**src/rtl/add_sub_seq.sv**
```systemverilog
// Chunk-serial multi-precision adder/subtractor: width*words operands pass one chunk per cycle
// through a single AddSubC. Optional zero flag output Z is enabled with ADD_SUB_SEQ_ZERO_FLAG_EN.

package lau_pkg;
    typedef enum logic {FAST, SMALL} speed_e;
endpackage

module AddSubC #(
    parameter int             width = 8,
    parameter lau_pkg::speed_e speed = lau_pkg::FAST
) (
    input  logic [width-1:0] A,
    input  logic [width-1:0] B,
    input  logic             CI,
    input  logic             SUB,
    output logic [width-1:0] S,
    output logic             CO
);
    logic [width-1:0] b_x;
    logic             c_in;
    logic             c_out;

    // Subtract as A + ~B + ~CI; the borrow is the inverted carry.
    assign b_x  = B ^ {width{SUB}};
    assign c_in = CI ^ SUB;
    assign CO   = c_out ^ SUB;

    generate
        if (speed == lau_pkg::FAST) begin : g_fast
            logic [width:0] sum;
            assign sum   = {1'b0, A} + {1'b0, b_x} + {{width{1'b0}}, c_in};
            assign S     = sum[width-1:0];
            assign c_out = sum[width];
        end else begin : g_ripple
            logic [width:0] c;
            assign c[0] = c_in;
            for (genvar gi = 0; gi < width; gi++) begin : g_bit
                assign S[gi]   = A[gi] ^ b_x[gi] ^ c[gi];
                assign c[gi+1] = (A[gi] & b_x[gi]) | (c[gi] & (A[gi] ^ b_x[gi]));
            end
            assign c_out = c[width];
        end
    endgenerate
endmodule

module add_sub_seq #(
    parameter int              width = 8,
    parameter int              words = 4,
    parameter lau_pkg::speed_e speed = lau_pkg::FAST
) (
    input  logic                   CLK,
    input  logic                   RST,
    input  logic [width*words-1:0] A,
    input  logic [width*words-1:0] B,
    input  logic                   CI,
    input  logic                   SUB,
    input  logic                   IN_VALID,
    output logic                   IN_READY,
    output logic [width*words-1:0] S,
    output logic                   CO,
    output logic                   OUT_VALID,
    input  logic                   OUT_READY
`ifdef ADD_SUB_SEQ_ZERO_FLAG_EN
    ,
    output logic                   Z
`endif
);
    localparam int N  = width * words;
    localparam int CW = (words > 1) ? $clog2(words) : 1;

    typedef enum logic [1:0] {IDLE, RUN, DONE} state_e;

    state_e          state_q, state_d;
    logic [N-1:0]    a_q, a_d, b_q, b_d, s_q, s_d;
    logic            sub_q, sub_d, carry_q, carry_d, co_q, co_d;
    logic            out_valid_q, out_valid_d, in_ready_q, in_ready_d;
    logic [CW-1:0]   cnt_q, cnt_d;
    logic [width-1:0] a_cur, b_cur, ch_s;
    logic            ch_co;
`ifdef ADD_SUB_SEQ_ZERO_FLAG_EN
    logic            nz_q, nz_d, z_q, z_d;
`endif

    always_comb begin
        a_cur = '0;
        b_cur = '0;
        for (int k = 0; k < words; k++) begin
            if (cnt_q == CW'(k)) begin
                a_cur = a_q[k*width +: width];
                b_cur = b_q[k*width +: width];
            end
        end
    end

    AddSubC #(
        .width (width),
        .speed (speed)
    ) u_addsub (
        .A   (a_cur),
        .B   (b_cur),
        .CI  (carry_q),
        .SUB (sub_q),
        .S   (ch_s),
        .CO  (ch_co)
    );

    always_comb begin
        state_d     = state_q;
        a_d         = a_q;
        b_d         = b_q;
        s_d         = s_q;
        sub_d       = sub_q;
        carry_d     = carry_q;
        co_d        = co_q;
        cnt_d       = cnt_q;
        out_valid_d = out_valid_q;
        in_ready_d  = in_ready_q;
`ifdef ADD_SUB_SEQ_ZERO_FLAG_EN
        nz_d        = nz_q;
        z_d         = z_q;
`endif
        case (state_q)
            IDLE: begin
                if (IN_VALID) begin
                    a_d        = A;
                    b_d        = B;
                    sub_d      = SUB;
                    carry_d    = CI;
                    cnt_d      = '0;
                    in_ready_d = 1'b0;
                    state_d    = RUN;
`ifdef ADD_SUB_SEQ_ZERO_FLAG_EN
                    nz_d       = 1'b0;
`endif
                end
            end
            RUN: begin
                for (int k = 0; k < words; k++) begin
                    if (cnt_q == CW'(k)) s_d[k*width +: width] = ch_s;
                end
                carry_d = ch_co;
`ifdef ADD_SUB_SEQ_ZERO_FLAG_EN
                nz_d    = nz_q | (|ch_s);
`endif
                if (cnt_q == CW'(words - 1)) begin
                    co_d        = ch_co;
                    out_valid_d = 1'b1;
                    state_d     = DONE;
`ifdef ADD_SUB_SEQ_ZERO_FLAG_EN
                    z_d         = ~(nz_q | (|ch_s));
`endif
                end else begin
                    cnt_d = cnt_q + 1'b1;
                end
            end
            DONE: begin
                if (OUT_READY) begin
                    out_valid_d = 1'b0;
                    in_ready_d  = 1'b1;
                    state_d     = IDLE;
                end
            end
            default: state_d = IDLE;
        endcase
    end

    always_ff @(posedge CLK or posedge RST) begin
        if (RST) begin
            state_q     <= IDLE;
            a_q         <= '0;
            b_q         <= '0;
            s_q         <= '0;
            sub_q       <= 1'b0;
            carry_q     <= 1'b0;
            co_q        <= 1'b0;
            cnt_q       <= '0;
            out_valid_q <= 1'b0;
            in_ready_q  <= 1'b1;
`ifdef ADD_SUB_SEQ_ZERO_FLAG_EN
            nz_q        <= 1'b0;
            z_q         <= 1'b0;
`endif
        end else begin
            state_q     <= state_d;
            a_q         <= a_d;
            b_q         <= b_d;
            s_q         <= s_d;
            sub_q       <= sub_d;
            carry_q     <= carry_d;
            co_q        <= co_d;
            cnt_q       <= cnt_d;
            out_valid_q <= out_valid_d;
            in_ready_q  <= in_ready_d;
`ifdef ADD_SUB_SEQ_ZERO_FLAG_EN
            nz_q        <= nz_d;
            z_q         <= z_d;
`endif
        end
    end

    assign S         = s_q;
    assign CO        = co_q;
    assign OUT_VALID = out_valid_q;
    assign IN_READY  = in_ready_q;
`ifdef ADD_SUB_SEQ_ZERO_FLAG_EN
    assign Z         = z_q;
`endif
endmodule
```
**config.mk**
```make
export PLATFORM = sky130hd
export DESIGN_NAME = add_sub_seq
export DESIGN_NICKNAME = d
export VERILOG_FILES = /design/src/rtl/add_sub_seq.sv
export SDC_FILE = /design/constraint.sdc
export NUM_CORES = 1
export LEC_CHECK = 0
export ABC_CLOCK_PERIOD_IN_PS = 8450
export CELL_PAD_IN_SITES_DETAIL_PLACEMENT = 0
export CELL_PAD_IN_SITES_GLOBAL_PLACEMENT = 1
export CORE_MARGIN = 2
export CORE_UTILIZATION = 53
export DETAILED_ROUTE_END_ITERATION = 10
export DONT_BUFFER_PORTS = 1
export GPL_ROUTABILITY_DRIVEN = 0
export PLACE_DENSITY = 0.83
export SLEW_MARGIN = 0
export SYNTH_ARGS = -nofsm -noshare
export SYNTH_HDL_FRONTEND = slang
export SYNTH_SLANG_ARGS = --single-unit
```
**constraint.sdc**
```tcl
create_clock -name CLK -period 8.45 [get_ports CLK]
set_input_delay 2.1125 -clock CLK [delete_from_list [all_inputs] [get_ports CLK]]
set_output_delay 2.1125 -clock CLK [all_outputs]
set_load 0.01 [all_outputs]
```
==> results.sh <==
export IMPL_status="finished clean"
export IMPL_grt_first_pass_wirelength_um=19300
export IMPL_hold_buffers=0
export IMPL_yosys_warnings=0
export IMPL_cp_max_fo=23
export IMPL_pre_cts_ws_ps=4480
export IMPL_max_cap_violations=0
export IMPL_ys_types=49
export IMPL_io_buffers=0
export IMPL_crit_type="register to register"
export IMPL_root_buffer="clkbuf_8"
export IMPL_cts_resized_gates=0
export IMPL_cpPeakStageDelay_ps=660
export IMPL_cp_top_family="adder cells"
export IMPL_core_area_um2=9730
export IMPL_dp_hpwl_um=8460
export IMPL_drt_iter0_drc=167
export IMPL_hp_class="register to register"
export IMPL_antenna_found_initial=1
export IMPL_syn_area_um2=5310
export IMPL_synth_seq_cells=105
export IMPL_synthCells=495
export IMPL_cts_sinks=105
export IMPL_fp_dieW_um=104
export IMPL_antenna_diode_count=0
export IMPL_min_path_cells=1
export IMPL_path_cells="inv_1 > ha_1 > and2b_1 > a221oi_1 > o31ai_1 > fa_1 > fa_1 > nand3_1 > a21boi_1 > or4_1 > nand3_1"
export IMPL_cts_buffers=9
export IMPL_initial_core_util_pct=54.5
export IMPL_fillCellCount=876
export IMPL_cts_buffer_depth=2
export IMPL_cp_depth=11
export IMPL_grt_ovfl_total=0
export IMPL_worstPathArrival_ps=4360
export IMPL_rsz0062_at_grt="no"
export IMPL_insertion_delay_ps=390
export IMPL_async_reset_ff_share_pct=100
export IMPL_setup_violations=0
export IMPL_synth_enable_flop_cells=0
export IMPL_cp_required_ps=8780
export IMPL_rows=36
export IMPL_fin_skew_ps=17.7
export IMPL_syn_area_per_cell_um2=10.7
export IMPL_nNetsFinal=559
export IMPL_start_kind="register"
export IMPL_drtAntennaViolNets=0
export IMPL_final_cell_mix="dfrtp_1 (104), nand2_1 (74), mux2_2 (63), o21ai_0 (25), o31ai_1 (15)"
export IMPL_slew_headroom_pct=31.1
export IMPL_cp_buffers_inverters=1
export IMPL_grtUsageTotal_pct=22.5
export IMPL_syn_to_final_growth_pct=4.06
export IMPL_wire_per_inst_um=19.0
export IMPL_boundaryPins=105
export IMPL_layout_setup_ws_ps=4420
export IMPL_worst_path_max_delay_cell="ha_1"
export IMPL_drv_slew=0
export IMPL_fin_tns_setup_ps=0
export IMPL_firstDrtPassIters=4
export IMPL_clk_pin_slew_ps=110
export IMPL_wl_um=11700
export IMPL_grt_pass1_vias=3681
export IMPL_layout_drive_gt1_share_pct=18.1
export IMPL_holdWs_ps=521
export IMPL_via_per_inst=5.95
export IMPL_fin_crit_ps=4030
export IMPL_fin_crit_sh_pct=47.6
export IMPL_grt_max_degree=70
export IMPL_worst_slew_pin_slew_ps=1030
export IMPL_cp_end_kind="register"
export IMPL_syn_num_nets=578
export IMPL_reg2reg_depth=11
export IMPL_hold_viol=0
export IMPL_max_clock_freq_mhz=248
export IMPL_drc=0
export IMPL_ys_seq_area_share_pct=49.5
export IMPL_synth_ff_type="dfrtp_1"
export IMPL_post_cts_buffers=0
export IMPL_die_y_um=104
export IMPL_ctsHtreeMaxLevel=3
export IMPL_die_area_um2=10800
export IMPL_final_common_cell="dfrtp_1"
export IMPL_tritoncts="yes"
export IMPL_vias=3651
-- state kept, by name, indices dropped and copies added, names as in the netlist, 2 cells and up --
name	cells
S	32
a_q	32
b_q	32
cnt_q	2
state_q	2
-- final cells by class --
cell class	count	area (um^2)	area share [%]
Clock buffer	9	124	2.24
Sequential cell	105	2630	47.6
Clock inverter	7	56.3	1.02
Timing Repair Buffer	3	22.5	0.408
Multi-Input combinational cell	347	2480	45.0
Tap cell	133	166	3.01
Inverter	10	40.0	0.725
-- cells in the mapped netlist (all sizes together), types with 7 or more instances --
cell type	n	area, um^2
dfrtp	104	2600
nand2	74	278
mux2	63	709
o21ai	25	125
buf	21	118
a21oi	15	78.8
o31ai	15	113
nand3	14	70.1
nor2	14	52.6
nor2b	14	87.6
a221oi	12	105
clkbuf	12	45.0
ha	11	138
inv	10	37.5
a211oi	8	60.1
or4	8	60.1
nand2b	7	43.8
-- kinds of logic (layout without fill, tap and decap cells) --
group / Yosys count / after routing / synth area share, %
compound gates: 95 / 95 / 12.2
xor+xnor: 12 / 12 / 1.98
fa+ha+maj: 13 / 13 / 3.35
buf+inv: 43 / 29 / 3.77
flops: 105 / 105 / 49.5
mux: 63 / 63 / 13.4
simple gates: 164 / 164 / 15.8
-- metrics by stage --
step / cell area [um^2] / std cells / util (%)
finish: 5520 / 614 / 56.8
global route: 5520 / 614 / 56.8
CTS: 5520 / 614 / 56.8
detailed placement: 5340 / 598 / 54.9
global placement: 5340 / 598 / 54.9
floorplan: 5310 / 495 / -
-- path summary, 6_finish.rpt --
| check | start | to | slack (ps) |
|---|---|---|---|
| min reg2reg | b_q[29] | b_q[29] | 520 |
| max | cnt_q[1] | S[30] | 4420 |
| max in group asynchronous | RST | b_q[12] | 5620 |
| min | b_q[29] | b_q[29] | 520 |
| min in group asynchronous | RST | S[29] | 1670 |
| max reg2reg | cnt_q[1] | S[30] | 4420 |
-- per-layer routing --
layer / part of all wire (%) / up-vias / GRT usage (%)
li1: - / 1746 / -
met1: 44 / 1784 / 28.4
met2: 47 / 104 / 37.1
met3: 7.6 / 17 / 7.58
met4: 1.5 / 0 / 6.37
met5: 0 / - / 0
Power is not shown: default switching activity piles up to over one toggle a cycle in this logic, so the estimate is an artifact.
